$ cat src/rtl/cic_decim_n_if.sv
// Sample-stream interface for the CIC decimator.
// Master drives the input stream and runtime controls; slave (the decimator)
// returns the decimated samples with their update and saturation strobes.
//   clk_enable : input sample valid
//   clear      : synchronous flush of all filter state
//   factor     : decimation factor R (clamped inside the filter)
//   gain_shift : output arithmetic right shift (clamped inside the filter)
//   filter_in  : signed input sample
//   filter_out : signed decimated output, held between strobes
//   ce_out     : one-cycle pulse when filter_out updates
//   sat_out    : one-cycle pulse with ce_out when the sample clipped
interface cic_decim_n_if #(
  parameter int INPUT_WIDTH  = 12,
  parameter int OUTPUT_WIDTH = 16
);
  logic                           clk_enable;
  logic                           clear;
  logic        [15:0]             factor;
  logic        [5:0]              gain_shift;
  logic signed [INPUT_WIDTH-1:0]  filter_in;
  logic signed [OUTPUT_WIDTH-1:0] filter_out;
  logic                           ce_out;
  logic                           sat_out;

  modport master (
    output clk_enable, clear, factor, gain_shift, filter_in,
    input  filter_out, ce_out, sat_out
  );

  modport slave (
    input  clk_enable, clear, factor, gain_shift, filter_in,
    output filter_out, ce_out, sat_out
  );
endinterface

$ cat src/rtl/cic_decim_n.sv
// N-stage CIC decimator: integrators at the input rate, combs at the output rate.
// Runtime decimation factor, rounded gain shift, output saturation and a
// synchronous flush.
//   clk     : clock
//   reset_n : asynchronous reset, active low
//   io_bus  : sample stream / control / output (see cic_decim_n_if)
module cic_decim_n #(
  parameter int INPUT_WIDTH  = 12,
  parameter int OUTPUT_WIDTH = 16,
  parameter int STAGES       = 3,
  parameter int DIFF_DELAY   = 1,
  parameter int MAX_FACTOR   = 256
) (
  input logic         clk,
  input logic         reset_n,
  cic_decim_n_if.slave io_bus
);
  localparam int ACC_WIDTH = INPUT_WIDTH + STAGES * $clog2(MAX_FACTOR * DIFF_DELAY);

  logic signed [INPUT_WIDTH-1:0]  r_in_q;
  logic        [ACC_WIDTH-1:0]    r_integ [STAGES];
  logic        [15:0]             r_cnt;
  // bit 0 loads the comb input, bit k fires comb k, top bit fires the output stage
  logic        [STAGES+1:0]       r_strb_sr;
  logic        [ACC_WIDTH-1:0]    r_c_in;
  logic        [ACC_WIDTH-1:0]    r_comb  [STAGES];
  logic        [ACC_WIDTH-1:0]    r_dly   [STAGES][DIFF_DELAY];
  logic signed [OUTPUT_WIDTH-1:0] r_out;
  logic                           r_ce;
  logic                           r_sat;

  logic                           w_strb;
  logic        [15:0]             w_factor;
  logic        [ACC_WIDTH-1:0]    w_in_ext;
  logic        [ACC_WIDTH-1:0]    w_comb_in [STAGES];
  logic        [5:0]              w_shift;
  logic signed [ACC_WIDTH:0]      w_rnd;
  logic signed [ACC_WIDTH:0]      w_v;
  logic signed [ACC_WIDTH:0]      w_r;
  logic                           w_clip;
  logic signed [OUTPUT_WIDTH-1:0] w_sat_val;

  always_comb begin
    if (io_bus.factor < 16'd2) begin
      w_factor = 16'd2;
    end else if (io_bus.factor > 16'(MAX_FACTOR)) begin
      w_factor = 16'(MAX_FACTOR);
    end else begin
      w_factor = io_bus.factor;
    end
  end

  assign w_strb   = io_bus.clk_enable && (r_cnt == '0);
  assign w_in_ext = {{(ACC_WIDTH - INPUT_WIDTH){r_in_q[INPUT_WIDTH-1]}}, r_in_q};

  // Input-rate section: stalls whenever clk_enable is low. Wraps modulo 2^ACC_WIDTH.
  always_ff @(posedge clk or negedge reset_n) begin
    if (!reset_n) begin
      r_in_q <= '0;
      r_cnt  <= '0;
      for (int k = 0; k < STAGES; k++) r_integ[k] <= '0;
    end else if (io_bus.clear) begin
      r_in_q <= '0;
      r_cnt  <= '0;
      for (int k = 0; k < STAGES; k++) r_integ[k] <= '0;
    end else if (io_bus.clk_enable) begin
      r_in_q     <= io_bus.filter_in;
      r_integ[0] <= r_integ[0] + w_in_ext;
      for (int k = 1; k < STAGES; k++) r_integ[k] <= r_integ[k] + r_integ[k-1];
      // factor is only looked at here, so a new value starts a fresh period
      r_cnt <= w_strb ? (w_factor - 16'd1) : (r_cnt - 16'd1);
    end
  end

  always_comb begin
    w_comb_in[0] = r_c_in;
    for (int k = 1; k < STAGES; k++) w_comb_in[k] = r_comb[k-1];
  end

  // Output stage: round half up, arithmetic shift, then clip to OUTPUT_WIDTH.
  always_comb begin
    w_shift = io_bus.gain_shift;
    if (int'(io_bus.gain_shift) > ACC_WIDTH - 1) w_shift = 6'(ACC_WIDTH - 1);
    w_rnd = '0;
    if (w_shift != 6'd0) w_rnd = (ACC_WIDTH + 1)'(1) << (w_shift - 6'd1);
    // one guard bit so the rounding add cannot overflow
    w_v    = $signed({r_comb[STAGES-1][ACC_WIDTH-1], r_comb[STAGES-1]}) + w_rnd;
    w_r    = w_v >>> w_shift;
    w_clip = (w_r[ACC_WIDTH:OUTPUT_WIDTH-1] != '0) && (w_r[ACC_WIDTH:OUTPUT_WIDTH-1] != '1);
    if (!w_clip) begin
      w_sat_val = w_r[OUTPUT_WIDTH-1:0];
    end else if (w_r[ACC_WIDTH]) begin
      w_sat_val = {1'b1, {(OUTPUT_WIDTH - 1){1'b0}}};
    end else begin
      w_sat_val = {1'b0, {(OUTPUT_WIDTH - 1){1'b1}}};
    end
  end

  // Output-rate section: advances every cycle so an in-flight sample always completes.
  always_ff @(posedge clk or negedge reset_n) begin
    if (!reset_n) begin
      r_strb_sr <= '0;
      r_c_in    <= '0;
      r_out     <= '0;
      r_ce      <= 1'b0;
      r_sat     <= 1'b0;
      for (int k = 0; k < STAGES; k++) begin
        r_comb[k] <= '0;
        for (int d = 0; d < DIFF_DELAY; d++) r_dly[k][d] <= '0;
      end
    end else if (io_bus.clear) begin
      r_strb_sr <= '0;
      r_c_in    <= '0;
      r_out     <= '0;
      r_ce      <= 1'b0;
      r_sat     <= 1'b0;
      for (int k = 0; k < STAGES; k++) begin
        r_comb[k] <= '0;
        for (int d = 0; d < DIFF_DELAY; d++) r_dly[k][d] <= '0;
      end
    end else begin
      r_strb_sr <= {r_strb_sr[STAGES:0], w_strb};
      if (r_strb_sr[0]) r_c_in <= r_integ[STAGES-1];
      for (int k = 0; k < STAGES; k++) begin
        if (r_strb_sr[k+1]) begin
          r_comb[k]   <= w_comb_in[k] - r_dly[k][DIFF_DELAY-1];
          r_dly[k][0] <= w_comb_in[k];
          for (int d = 1; d < DIFF_DELAY; d++) r_dly[k][d] <= r_dly[k][d-1];
        end
      end
      r_ce <= r_strb_sr[STAGES+1];
      if (r_strb_sr[STAGES+1]) begin
        r_out <= w_sat_val;
        r_sat <= w_clip;
      end else begin
        r_sat <= 1'b0;
      end
    end
  end

  assign io_bus.filter_out = r_out;
  assign io_bus.ce_out     = r_ce;
  assign io_bus.sat_out    = r_sat;
endmodule

$ cat src/flat_wrapper.sv
// flat-port wrapper written by rule: the top's interface ports become plain ports
module cic_decim_n_flat 
#(
  parameter int INPUT_WIDTH  = 12,
  parameter int OUTPUT_WIDTH = 16,
  parameter int STAGES       = 3,
  parameter int DIFF_DELAY   = 1,
  parameter int MAX_FACTOR   = 256
)
  (clk, reset_n, io_bus_clk_enable, io_bus_clear, io_bus_factor, io_bus_gain_shift, io_bus_filter_in, io_bus_filter_out, io_bus_ce_out, io_bus_sat_out);
  cic_decim_n_if #(.INPUT_WIDTH(INPUT_WIDTH), .OUTPUT_WIDTH(OUTPUT_WIDTH)) io_bus_i ();
  input logic clk;
  input logic reset_n;
  input wire logic [$bits(io_bus_i.clk_enable)-1:0] io_bus_clk_enable;
  input wire logic [$bits(io_bus_i.clear)-1:0] io_bus_clear;
  input wire logic [$bits(io_bus_i.factor)-1:0] io_bus_factor;
  input wire logic [$bits(io_bus_i.gain_shift)-1:0] io_bus_gain_shift;
  input wire logic [$bits(io_bus_i.filter_in)-1:0] io_bus_filter_in;
  output wire logic [$bits(io_bus_i.filter_out)-1:0] io_bus_filter_out;
  output wire logic [$bits(io_bus_i.ce_out)-1:0] io_bus_ce_out;
  output wire logic [$bits(io_bus_i.sat_out)-1:0] io_bus_sat_out;
  assign io_bus_i.clk_enable = io_bus_clk_enable;
  assign io_bus_i.clear = io_bus_clear;
  assign io_bus_i.factor = io_bus_factor;
  assign io_bus_i.gain_shift = io_bus_gain_shift;
  assign io_bus_i.filter_in = io_bus_filter_in;
  assign io_bus_filter_out = io_bus_i.filter_out;
  assign io_bus_ce_out = io_bus_i.ce_out;
  assign io_bus_sat_out = io_bus_i.sat_out;
  cic_decim_n #(.INPUT_WIDTH(INPUT_WIDTH), .OUTPUT_WIDTH(OUTPUT_WIDTH), .STAGES(STAGES), .DIFF_DELAY(DIFF_DELAY), .MAX_FACTOR(MAX_FACTOR)) u_core (.clk(clk), .reset_n(reset_n), .io_bus(io_bus_i));
endmodule
$ cat config.mk
export PLATFORM = sky130hd
export DESIGN_NAME = cic_decim_n_flat
export DESIGN_NICKNAME = d
export VERILOG_FILES = /design/src/rtl/cic_decim_n_if.sv /design/src/rtl/cic_decim_n.sv /design/src/flat_wrapper.sv
export SDC_FILE = /design/constraint.sdc
export NUM_CORES = 1
export LEC_CHECK = 0
export CORE_MARGIN = 5
export CORE_UTILIZATION = 35
export CTS_BUF_LIST = sky130_fd_sc_hd__clkbuf_8
export CTS_CLUSTER_DIAMETER = 120
export DETAILED_ROUTE_END_ITERATION = 10
export PLACE_DENSITY = 0.49
export SLEW_MARGIN = 0
export SYNTH_ARGS = -nofsm -noshare
export SYNTH_HDL_FRONTEND = slang
export SYNTH_SLANG_ARGS = --single-unit
$ cat constraint.sdc
create_clock -name clk -period 5.85 [get_ports clk]
set_input_delay 1.17 -clock clk [delete_from_list [all_inputs] [get_ports clk]]
set_output_delay 1.17 -clock clk [all_outputs]
set_load 0.02 [all_outputs]
==> flow_metrics.py <==
metrics = {
    "outcome": {
        "status": "complete, no violations",
    },
    "die": {
        "core_um2": 89600,
        "initial_core_util": 0.351,
        "die_area_um2": 96000,
        "die-height_um": 310,
        "die_w_um": 310,
        "ios": 56,
        "rows": 110,
    },
    "setup_path": {
        "path_class": "in -> reg",
        "r2r_cells": 19,
        "path_cells": "buf_6, or2_4, o21a_4, nor2_4, nand2_4, buf_6, nor2_4, ha_4, a21o_1, a21o_1, a21o_1, a311o_1, a22o_1, or3_4, buf_4, nand3_2, nand3_1, a31oi_4, mux2i_1, or4b_4, o31ai_4, nand4_4, a211o_1, a211oi_2",
        "crit_arrival_ps": 6320,
        "cp-end-kind": "flip-flop",
        "cp-start-kind": "primary input",
        "r2r_start": "u_core.r_comb[0]$_DFFE_PN0P_",
        "cp_max_fo": 5,
        "max_stage_delay_ps": 580,
        "slowest_stage": "or4b_4",
        "cp.required_ps": 6420,
        "cp-startpoint": "io_bus_gain_shift[2]",
        "crit_path_frequent_cell": "a21o_1",
    },
    "timing": {
        "fin_ws_ps": 99.5,
        "fin_worst_skew_ps": 41.1,
        "slew_viol_final": 0,
        "final_hold_viol_count": 0,
        "worstMarginPinSlew_ps": 1020,
        "finalCriticalPeriod_ps": 5750,
        "relSlewSlack": 0.322,
        "max_clock_freq_mhz": 174,
        "fin_crit_sh": 0.983,
        "rsz0062_at_grt": "yes",
        "setup_violations": 0,
    },
    "synthesis": {
        "synthArstFlopShare": 1.00,
        "syn_inst": 3630,
        "syn_area_per_cell_um2": 8.66,
        "netlist_area_um2": 31500,
        "synth_flop_cell": "dfrtp_1",
        "ys_seq_elements": 411,
        "synth.net_count": 3922,
        "yosysWarnings": 0,
        "synth_edf_count": 0,
        "ys_types": 94,
        "synth_seq_area_share": 0.327,
    },
    "cts": {
        "numCtsBuffers": 80,
        "clk_pin_slew_ps": 60,
        "clock_sinks": 411,
        "cts_tree": "yes",
        "cts_root_buf": "clkbuf_8",
        "htreeDepth": 3,
        "insertion_delay_ps": 690,
        "clockBufferDepth": 3,
    },
    "global_route": {
        "grt_util_met2": 0.299,
        "antenna_found_initial": 1,
        "grt-ovfl-total": 0,
        "grtUsageMet1": 0.257,
        "grt_usage": 0.184,
        "grtUsageMet3": 0.0242,
        "grt_max_degree": 145,
        "grt_pass1_vias": 26100,
        "top_usage_layer": "met2",
        "grt_pass1_wl_um": 144000,
    },
    "pwr": {
        "power_density_nw_per_um2": 190,
        "peakVddDrop_mv": 0.139,
        "p_leak_uw": 0.0175,
    },
    "layout": {
        "design_area_um2": 38500,
        "nets": 4256,
        "area_growth_syn_to_layout_pct": 22.4,
        "final_common_cell": "nor2_1",
        "final_cell_mix": "nor2_1 (590), dfrtp_1 (407), mux2i_1 (351), buf_4 (342), ha_1 (240)",
        "drive_gt1_frac": 0.177,
    },
    "routing": {
        "drtIter0Drc": 1588,
        "drc": 0,
        "antenna_left": 0,
        "routed_wl_um": 89900,
        "first_pass_iters": 5,
        "vias": 27000,
        "avgRoutedWirePerCell_um": 17.3,
        "viasPerCell": 5.18,
    },
    "run": {
        "maxCapViolations": 0,
    },
    "placed_design": {
        "place.gp.congestion": 0.891,
        "placed_area_um2": 35500,
        "io_buffers": 55,
        "hpwl_um": 65300,
        "place_ws_ps": -1390,
    },
    "worst_hold_path": {
        "hp-class": "in -> async",
    },
}
## state kept, by name, summed over array words and instances (netlist names), 5 cells and up
| signal | cells |
|---|---|
| u_core.r_cnt | 16 |
| u_core.r_comb | 108 |
| u_core.r_in_q | 12 |
| u_core.r_strb_sr | 5 |
| u_core.io_bus.filter_out | 16 |
| u_core.r_integ | 108 |
| u_core.r_dly | 108 |
| u_core.r_c_in | 36 |
## synth_stat cells (43+ instances only)
library cell,n,area share
nor2_1,608,0.073
dfrtp_1,411,0.33
mux2i_1,357,0.11
ha_1,247,0.098
a21oi_1,246,0.039
nand2_1,197,0.024
inv_1,166,0.020
xnor2_1,154,0.043
clkbuf_1,125,0.015
o21ai_0,119,0.019
a21o_1,81,0.019
nor3_1,77,0.012
nand3_1,72,0.011
a211oi_1,70,0.017
xor2_1,60,0.017
nand2b_1,43,0.0086
## stage by stage
stage | hold slack [ps] | cells | total power [uW] | setup TNS, ps | util
after floorplan | 480 | 3630 | 3810 | -11480 | -
after global placement | 502 | 5020 | 4230 | -22400 | 0.396
after detailed placement | 509 | 5020 | 4230 | -21410 | 0.396
after CTS | 457 | 5188 | 7430 | 0 | 0.423
after global routing | 512 | 5208 | 7710 | -396 | 0.430
final | 494 | 5208 | 7310 | 0 | 0.430
## logic make-up after synthesis
family / after synthesis / share of synthesized area
muxes: 363 / 0.117
buffers and inverters: 328 / 0.0397
DFF: 411 / 0.327
xor gates and xnor gates: 214 / 0.0596
other: 1 / 0.000119
AOI/OAI and AO/OA: 847 / 0.180
adders and majority gates: 254 / 0.103
and+or+nand+nor: 1212 / 0.174
## final cells by class
type,instances,area [um2]
fill,8944,51100
multi-input combinational,2891,21000
sequential,411,10300
timing repair buffer,414,3370
tap,1176,1470
clock buffer,105,1450
inverter,166,623
clock inverter,40,270
antenna,5,12.5
## power by group
group	internal (uW)	leakage [uW]	switching (uW)
logic	532	0.0108	710
registers	2910	0.00569	87.8
clock network	1710	0.000965	1360
## what timing repair did
item	in CTS	in global routing
pin swaps	57	63
setup endpoints to repair	16	16
hold buffers	0	0
buffers inserted	23	15
resized for setup	130	96
## routing by layer
metal,routed length (um),share of wire
met1,43300,0.48
met2,41300,0.46
met3,2760,0.031
met4,2580,0.029
met5,0,0
## path summary, 6_finish.rpt
path	to	slack, ps
min reg2reg	u_core.r_dly[54]$_DFFE_PN0P_	510
max in group asynchronous	u_core.r_integ[54]$_DFFE_PN0P_	4220
min	u_core.io_bus.filter_out[0]$_DFFE_PN0P_	490
min in group clk	u_core.r_dly[54]$_DFFE_PN0P_	510
max	u_core.io_bus.filter_out[7]$_DFFE_PN0P_	100
max reg2reg	u_core.io_bus.filter_out[7]$_DFFE_PN0P_	860
## critical path: cells and delay by family
kind,cells,cell delay [ps]
AOI/OAI and AO/OA,10,2450
and+or+nand+nor,9,1970
buffers and inverters,3,380
adders and majority gates,1,210
muxes,1,120
No activity file was read; power rests on OpenSTA's default activity.
